**src/rtl/mem_req_pkg.sv**
```systemverilog
// Shared types for the cache request front end: FSM encoding, cache idle code and FIFO entry.
package mem_req_pkg;

    localparam int unsigned MEM_BITS = 5;
    localparam int unsigned MEM_SIZE = 32;

    localparam logic [3:0] CACHE_IDLE = 4'd0;

    typedef enum logic [1:0] {
        StIdle,
        StIssue,
        StWait,
        StResp
    } req_state_e;

    typedef struct packed {
        logic                write;
        logic [MEM_BITS-1:0] addr;
        logic [MEM_SIZE-1:0] wdata;
    } req_entry_t;

endpackage

```
**src/rtl/req_fifo.sv**
```systemverilog
// Small synchronous FIFO with occupancy count; DEPTH must be a power of two so pointers wrap
// naturally.
module req_fifo #(
    parameter int unsigned DEPTH = 4,
    parameter int unsigned WIDTH = 8
) (
    input  logic                     clk,
    input  logic                     reset,
    input  logic                     push,
    input  logic [WIDTH-1:0]         push_data,
    input  logic                     pop,
    output logic [WIDTH-1:0]         pop_data,
    output logic                     full,
    output logic                     empty,
    output logic [$clog2(DEPTH):0]   count
);

    localparam int unsigned PtrW = $clog2(DEPTH);
    localparam logic [PtrW:0] FullCount = (PtrW + 1)'(DEPTH);

    logic [WIDTH-1:0] mem_q [DEPTH];
    logic [PtrW-1:0]  wr_ptr_q, rd_ptr_q;
    logic [PtrW:0]    count_q;
    logic             do_push, do_pop;

    assign do_push  = push && !full;
    assign do_pop   = pop && !empty;
    assign full     = (count_q == FullCount);
    assign empty    = (count_q == '0);
    assign count    = count_q;
    assign pop_data = mem_q[rd_ptr_q];

    always_ff @(posedge clk or negedge reset) begin
        if (!reset) begin
            wr_ptr_q <= '0;
            rd_ptr_q <= '0;
            count_q  <= '0;
        end else begin
            if (do_push) wr_ptr_q <= wr_ptr_q + 1'b1;
            if (do_pop)  rd_ptr_q <= rd_ptr_q + 1'b1;
            unique case ({do_push, do_pop})
                2'b10:   count_q <= count_q + 1'b1;
                2'b01:   count_q <= count_q - 1'b1;
                default: count_q <= count_q;
            endcase
        end
    end

    // Storage needs no reset: emptiness is tracked by the pointers and count.
    always_ff @(posedge clk) begin
        if (do_push) mem_q[wr_ptr_q] <= push_data;
    end

endmodule

```
**src/rtl/mem_request_unit.sv**
```systemverilog
// Processor-side request front end: buffers load/store requests and sequences them one at a
// time onto the direct-mapped cache, returning read data or a timeout error.
module mem_request_unit
    import mem_req_pkg::*;
#(
    parameter int unsigned memory_bits = MEM_BITS,
    parameter int unsigned memory_size = MEM_SIZE,
    parameter int unsigned FIFO_DEPTH  = 4,
    parameter int unsigned TIMEOUT     = 15
) (
    input  logic                   clk,
    input  logic                   reset,
    input  logic                   req_valid,
    output logic                   req_ready,
    input  logic                   req_write,
    input  logic [memory_bits-1:0] req_addr,
    input  logic [memory_size-1:0] req_wdata,
    output logic                   rsp_valid,
    input  logic                   rsp_ready,
    output logic [memory_size-1:0] rsp_rdata,
    output logic                   rsp_write,
    output logic                   rsp_error,
    output logic [memory_bits-1:0] fulladdress,
    output logic                   read_signal,
    output logic                   write_signal,
    output logic [memory_size-1:0] out_write,
    input  logic [memory_size-1:0] out_read,
    input  logic [3:0]             state
);

    localparam int unsigned CntW   = $clog2(TIMEOUT + 1);
    localparam int unsigned CountW = $clog2(FIFO_DEPTH) + 1;
    localparam logic [CntW-1:0]   TimeoutCnt = CntW'(TIMEOUT);
    localparam logic [CountW-1:0] FullCount  = CountW'(FIFO_DEPTH);

    req_state_e state_q, state_d;
    req_entry_t push_entry, head;
    logic              fifo_full, fifo_empty, fifo_pop;
    logic [CountW-1:0] fifo_count;
    logic              timed_out, completing;

    logic [CntW-1:0]        cnt_q, cnt_d;
    logic                   hold_write_q, hold_write_d;
    logic [memory_bits-1:0] addr_q, addr_d;
    logic [memory_size-1:0] wdata_q, wdata_d;
    logic                   rd_q, rd_d, wr_q, wr_d;
    logic                   rsp_valid_q, rsp_valid_d;
    logic                   rsp_error_q, rsp_error_d;
    logic                   rsp_write_q, rsp_write_d;
    logic [memory_size-1:0] rsp_rdata_q, rsp_rdata_d;

    assign push_entry = '{write: req_write, addr: req_addr, wdata: req_wdata};
    // Held low while reset is asserted so nothing is offered before the unit is alive.
    assign req_ready  = reset && (fifo_count != FullCount);

    req_fifo #(
        .DEPTH (FIFO_DEPTH),
        .WIDTH ($bits(req_entry_t))
    ) u_req_fifo (
        .clk       (clk),
        .reset     (reset),
        .push      (req_valid && !fifo_full),
        .push_data (push_entry),
        .pop       (fifo_pop),
        .pop_data  (head),
        .full      (fifo_full),
        .empty     (fifo_empty),
        .count     (fifo_count)
    );

    assign timed_out  = ((state_q == StIssue) || (state_q == StWait)) &&
                        (cnt_q + 1'b1 == TimeoutCnt);
    assign completing = (state_q == StWait) && (state == CACHE_IDLE);

    always_ff @(posedge clk or negedge reset) begin
        if (!reset) state_q <= StIdle;
        else        state_q <= state_d;
    end

    always_comb begin
        state_d = state_q;
        unique case (state_q)
            StIdle:  if (!fifo_empty) state_d = StIssue;
            StIssue: begin
                if (timed_out)                 state_d = StResp;
                else if (state != CACHE_IDLE)  state_d = StWait;
            end
            StWait:  if (timed_out || completing) state_d = StResp;
            StResp:  if (rsp_ready) state_d = StIdle;
            default: state_d = StIdle;
        endcase
    end

    always_comb begin
        fifo_pop     = 1'b0;
        cnt_d        = cnt_q;
        hold_write_d = hold_write_q;
        addr_d       = addr_q;
        wdata_d      = wdata_q;
        rd_d         = rd_q;
        wr_d         = wr_q;
        rsp_valid_d  = rsp_valid_q;
        rsp_error_d  = rsp_error_q;
        rsp_write_d  = rsp_write_q;
        rsp_rdata_d  = rsp_rdata_q;
        unique case (state_q)
            StIdle: begin
                if (!fifo_empty) begin
                    fifo_pop     = 1'b1;
                    cnt_d        = '0;
                    hold_write_d = head.write;
                    addr_d       = head.addr;
                    wdata_d      = head.wdata;
                    rd_d         = !head.write;
                    wr_d         = head.write;
                end
            end
            StIssue, StWait: begin
                cnt_d = cnt_q + 1'b1;
                // Timeout wins over a completion seen in the same cycle.
                if (timed_out || completing) begin
                    rd_d        = 1'b0;
                    wr_d        = 1'b0;
                    rsp_valid_d = 1'b1;
                    rsp_write_d = hold_write_q;
                    rsp_error_d = timed_out;
                    rsp_rdata_d = (timed_out || hold_write_q) ? '0 : out_read;
                end
            end
            StResp:  if (rsp_ready) rsp_valid_d = 1'b0;
            default: ;
        endcase
    end

    always_ff @(posedge clk or negedge reset) begin
        if (!reset) begin
            cnt_q        <= '0;
            hold_write_q <= 1'b0;
            addr_q       <= '0;
            wdata_q      <= '0;
            rd_q         <= 1'b0;
            wr_q         <= 1'b0;
            rsp_valid_q  <= 1'b0;
            rsp_error_q  <= 1'b0;
            rsp_write_q  <= 1'b0;
            rsp_rdata_q  <= '0;
        end else begin
            cnt_q        <= cnt_d;
            hold_write_q <= hold_write_d;
            addr_q       <= addr_d;
            wdata_q      <= wdata_d;
            rd_q         <= rd_d;
            wr_q         <= wr_d;
            rsp_valid_q  <= rsp_valid_d;
            rsp_error_q  <= rsp_error_d;
            rsp_write_q  <= rsp_write_d;
            rsp_rdata_q  <= rsp_rdata_d;
        end
    end

    assign fulladdress  = addr_q;
    assign out_write    = wdata_q;
    assign read_signal  = rd_q;
    assign write_signal = wr_q;
    assign rsp_valid    = rsp_valid_q;
    assign rsp_error    = rsp_error_q;
    assign rsp_write    = rsp_write_q;
    assign rsp_rdata    = rsp_rdata_q;

endmodule

```
**config.mk**
```make
export PLATFORM = sky130hd
export DESIGN_NAME = mem_request_unit
export DESIGN_NICKNAME = d
export VERILOG_FILES = /design/src/rtl/mem_req_pkg.sv /design/src/rtl/req_fifo.sv /design/src/rtl/mem_request_unit.sv
export SDC_FILE = /design/constraint.sdc
export NUM_CORES = 1
export LEC_CHECK = 0
export BUFFER_PORTS_ARGS = -buffer_cell sky130_fd_sc_hd__clkbuf_2
export CORE_MARGIN = 10
export CORE_UTILIZATION = 30
export CTS_CLUSTER_SIZE = 8
export DETAILED_ROUTE_END_ITERATION = 10
export PLACE_DENSITY = 0.5
export SYNTH_ARGS = -nofsm -noshare
export SYNTH_HDL_FRONTEND = slang
export SYNTH_HIERARCHICAL = 1
export SYNTH_SLANG_ARGS = --single-unit
```
**constraint.sdc**
```tcl
create_clock -name clk -period 3.14 [get_ports clk]
set_clock_uncertainty 0.05 [all_clocks]
set_input_delay 0.157 -clock clk [delete_from_list [all_inputs] [get_ports clk]]
set_output_delay 0.157 -clock clk [all_outputs]
set_load 0.05 [all_outputs]
```
# == Yosys cells after proc, flatten, opt, wreduce, memory -nomap -nowiden ==
# Memories as Yosys holds them, arrays and structs flattened.
# Cells that the tools add are included.
# W data, S select, Z words.
# totals
reg_bits,88
ramBits,152
out_inout_bits,75
memories,1
# classes
n_addsub,5
n_eq_ne,13
mux,22
bitwise_logic,1
n_reduce_logical,26
# memory_table
memory,words,word_bits,rd,rd_clocked_by_memory_dff,write_ports,line,rtl
u_req_fifo.mem_q,4,38,1,0,1,req_fifo.sv:21,logic [WIDTH-1:0] mem_q [DEPTH];
# op_table
cell,count
$mux W32,1
$mux W2,5
$mux W1,9
$pmux W2 S4,1
$pmux W4 S2,1
$eq A2 B2 Y1 const B,3
$logic_and A1 B1 Y1,6
$ne A2 B2 Y1 const B,3
$pmux W1 S2,3
$pmux W3 S2,1
$reduce_and A2 Y1,3
$reduce_and A3 Y1,2
$reduce_bool A2 Y1,3
$add A2 B1 Y2 const B,2
$add A4 B1 Y4 const B,1
$eq A2 B1 Y1 const B,2
$eq A4 B4 Y1 const B,1
$logic_not A4 Y1,1
$mux W4,1
$reduce_and A4 Y1,1
$reduce_bool A4 Y1,1
$add A3 B1 Y3 const B,1
$eq A3 B3 Y1 const B,1
$logic_not A1 Y1,3
9 further kinds,11

# == Depth between registers and ports, before layout ==
# logic_depth
ltp_word,6
mapped_depth,11
mapped_depth_nobuf,10

# == Cells and area by module ==
# The synthesis kept the hierarchy.
# modules_own_cells
module,n_inst,cells_each,area_per_inst_um2
req_fifo,1,237,5962.0
mem_request_unit,1,288,3567.2

# == Worst setup path before layout ==
# No wires, ideal clock.
# synth_timing
path_type,flip-flop to flip-flop
from,register state_q[0]
to,register u_req_fifo.count_q[2] (netlist: u_req_fifo/count[2])
setup_ps,79
arrival_time_ps,2560
slack_ps,451
stages_incl_launch_ff,12
synth_period_minus_slack_ps,2689
cell_sequence,dfrtp_1 inv_1 ha_1 nor2b_1 clkbuf_1 and2_4 ha_1 inv_1 fa_1 xor2_1 nor2_1 xor2_1
# synth_via
elab_chain_cells,5
word_cells_on_any_way,7
# synth_lines
item,line,rtl
"start, declared",mem_request_unit.sv:36,"req_state_e state_q, state_d;"
"start signal, assigned",mem_request_unit.sv:76,if (!reset) state_q <= StIdle;
"start signal, assigned",mem_request_unit.sv:77,else state_q <= state_d;
$logic_not A2 Y1 *,mem_request_unit.sv:106,unique case (state_q)
$mux W1 *,mem_request_unit.sv:106,
net fifo_pop,mem_request_unit.sv:38,"logic fifo_full, fifo_empty, fifo_pop;"
$logic_and A1 B1 Y1 *,req_fifo.sv:27,assign do_pop = pop && !empty;
net u_req_fifo.do_pop,req_fifo.sv:24,"logic do_push, do_pop;"
$eq A2 B1 Y1 or $eq A2 B2 Y1 (tied branches),req_fifo.sv:41,"unique case ({do_push, do_pop})"
$pmux W3 S2 or $reduce_bool A2 Y1 (tied branches),n/a,
"end signal, assigned",req_fifo.sv:42,2'b10: count_q <= count_q + 1'b1;
"end signal, assigned",req_fifo.sv:43,2'b01: count_q <= count_q - 1'b1;
"end signal, assigned",req_fifo.sv:44,default: count_q <= count_q;
"end, declared",req_fifo.sv:23,logic [PtrW:0] count_q;
# Mark *: on every way through the listed nets, which the timed path passes. The rest lies on a longest branch.
# A chain may end at the register's enable or synchronous reset.

# == Worst setup path in the final report ==
# layout_timing
from,register state_q[1]
to,register rsp_write_q (netlist: rsp_write)
# layout_via
elab_chain_cells,5
word_cells_on_any_way,8
# layout_lines
item,line,rtl
$eq A2 B1 Y1 or $eq A2 B2 Y1 (tied branches),"mem_request_unit.sv:71, mem_request_unit.sv:106, mem_request_unit.sv:73",
$logic_or A1 B1 Y1,mem_request_unit.sv:71,assign timed_out = ((state_q == StIssue) || (state_q == StWait)) &&
$logic_and A1 B1 Y1,mem_request_unit.sv:71,
$logic_or A1 B1 Y1,mem_request_unit.sv:121,if (timed_out || completing) begin
$reduce_and A2 Y1 (no source line) *,n/a,
"end signal, assigned",mem_request_unit.sv:156,rsp_write_q <= rsp_write_d;
"end, declared",mem_request_unit.sv:49,"logic rsp_write_q, rsp_write_d;"
# Mark *: on every way between the ends. The rest lies on a longest branch, timed or not.

==> results.toml <==
[run_status]
status = "complete, no violations"

[detailed_routing]
wl_um = 22000
viasPerCell = 4.41
ant_nets = 0
drc = 0
drt-initial-drc-count = 242
first_pass_iters = 4
wl_per_cell_um = 18.3
vias = 5301

[sta]
rsz0062_at_grt = "no"
finalSetupTns_ns = 0
max_slew_margin_pct = 53.7
drv_slew = 0
tightest_slew_ns = 0.695
finalCritPeriodShare_pct = 76.9
hold_violations = 0
setup_viol = 0
period_needed_ns = 2.41
max_freq_mhz = 414
timing.final.ws_setup_ns = 0.725

[finish]
fin_area_um2 = 12600
area_growth_pct = 31.7
drive_gt1_share_pct = 37.1
fin_nets = 867
mostFrequentLayoutCell = "edfxtp_1"
final_core_util_pct = 39.9
final_cell_mix = "edfxtp_1 (152), clkbuf_2 (151), dfrtp_1 (86)"

[clock_tree]
cts_sinks = 240
cts_tree = "done"
h-tree-depth = 2
cts.path.max_buffers = 3
clk_latency_ns = 0.51
cts_setup_buffers = 0
cts-resized-gates = 0
numCtsBuffers = 36
clk_pin_slew_ns = 0.05
root_buffer = "clkbuf_16"

[logic_synthesis]
synth_compound_area_share_pct = 1.81
async_flop_share_pct = 36.7
yosysSeqAreaShare_pct = 71.0
synth_area_leader_cell = "edfxtp_1"
synth_flop_cell = "edfxtp_1"
synth_xor_area_share_pct = 0.643
synth_mux_area_share_pct = 17.5
postSynthCellCount = 525
synth_nets = 616
syn-cell-area_um2 = 9530
ys_ff_latch = 240
synth_top_cell_area_share_pct = 47.9
synth.avg_cell_area_um2 = 18.2
yosys_warnings = 6
synth-edff-count = 152
synth.distinct_cells = 45
synth-simple-area-share_pct = 3.07
synth.top_cells.by_area = "edfxtp_1 (48%), dfrtp_1 (23%), mux4_2 (9.0%)"
synth_fa_ha_area_share_pct = 1.79
synth_top_family_by_area = "multiplexers"

[critical_path]
crit_type = "flip-flop to flip-flop"
end_kind = "flip-flop"
crit_slowest_cell = "ha_1"
cp-startpoint = "state_q[1]"
crit_required_ns = 3.47
crit_chain = "inv_1, ha_1, and2_1, and4_1, o21a_2, buf_12, mux2_4"
crit_fanout = 35
crit_buf_inv = 2
cp_data_arrival_time_ns = 2.75
path_delay_family = "simple AND/OR/NAND/NOR gates"
slowest_delay_ns = 0.43
startpoint_type = "flip-flop"
reg2reg_from = "state_q[1]"

[floorplanning]
die_w_um = 198
io_pins = 153
num_rows = 65
die_area_um2 = 39300
start_util_pct = 30.3
die_h_um = 198
core_area_um2 = 31500

[place]
place_ws_ns = 0.750
hpwl_um = 13600
place.gp.congestion = 0.764
place_area_um2 = 10800
io_buffer_count = 152

[pwr]
power_density_nw_per_um2 = 1090
leakagePower_nw = 5.00
ir_worst_vdd_uv = 514
power.total_mw = 13.6

[grt]
met1_usage_pct = 13.8
grt_usage_pct = 11.3
met3_usage_pct = 3.85
antenna_found_initial = 1
grt_pass1_wl_um = 34600
grt-ovfl-total = 0
use_met2_pct = 18.4
grt_pass1_vias = 5957
grt_max_degree = 89
top_usage_layer = "met2"

[flow_run]
maxCapViolCount = 0

[hold_path]
min-delay-path-class = "input port to flip-flop"
worst_hold_startpoint = "state[2]"
## Yosys cell counts (3+ instances only)
cell type,number
mux2_2,39
nor2b_1,3
xnor2_1,3
edfxtp_1,152
ha_1,12
nand3_1,3
buf_2,3
mux2i_1,36
and2_1,6
xor2_1,4
inv_1,46
mux4_2,38
nand2_1,37
clkbuf_1,7
buf_6,3
o21ai_0,6
buf_12,7
nor2_1,3
dfrtp_1,88
## worst register-to-register path, cell delays in order, from the launching register on
cell and delay [ns]:
dfrtp_1 0.39, inv_1 0.11, ha_1 0.43, and2_1 0.20, and4_1 0.33, o21a_2 0.20
buf_12 0.24, mux2_4 0.34
## timing repair
action	in CTS	in global routing
hold buffers	72	0
hold endpoints to repair	273	0
endpoints found under the setup margin	0	0
## flip-flops by register name, indices dropped and copies added (netlist names), 3 cells and up
| name | flops |
|---|---|
| rsp_rdata | 32 |
| fulladdress | 5 |
| out_write | 32 |
| cnt_q | 4 |
| u_req_fifo/mem_q | 152 |
| u_req_fifo/count | 3 |
## per-stage QoR
stage,cells,hold WS [ns]
3_3_place_gp,1068,0.272
5_1_grt,1203,0.161
6_report,1203,0.142
3_5_place_dp,1068,0.278
2_1_floorplan,525,-0.189
4_1_cts,1202,0.126
## report_power, final
| group | internal, mW | switching [mW] | total [mW] |
|---|---|---|---|
| clock | 2.19 | 1.37 | 3.56 |
| sequential | 4.39 | 0.584 | 4.98 |
| combinational | 1.81 | 3.28 | 5.09 |
| total | 8.40 | 5.23 | 13.6 |
## cells by family after synthesis
| group | Yosys count |
|---|---|
| flops | 240 |
| xor+xnor | 7 |
| buf+inv | 67 |
| mux | 114 |
| compound gates | 23 |
| simple gates | 61 |
| fa+ha+maj | 13 |
## path summary, 6_finish.rpt
kind                                          end  slack (ns)  cells past startpoint
setup / recovery                        rsp_write        0.73                      7
hold / removal                         state_q[0]        0.14                      5
setup reg to reg                        rsp_write        0.73                      7
hold reg to reg                     out_write[22]        0.45                      1
max in group asynchronous  u_req_fifo/rd_ptr_q[0]        2.33                      3
min in group asynchronous           rsp_rdata[17]        0.28                      3
## routing by layer
metal / vias to the layer above / wire length, µm
met1: 2644 / 9370
met2: 168 / 10400
li1: 2457 / -
met3: 32 / 1860
met5: - / 0
met4: 0 / 430
## cell type report
type                            count  area, µm²
Antenna cell                        1       2.50
Clock buffer                       58       1000
Clock inverter                      4       50.0
Fill cell                        2907      18900
Inverter                           46        173
Multi-Input combinational cell    218       2390
Sequential cell                   240       6770
Tap cell                          402        503
Timing Repair Buffer              234       1660
Power figures use the tool's default switching activity.
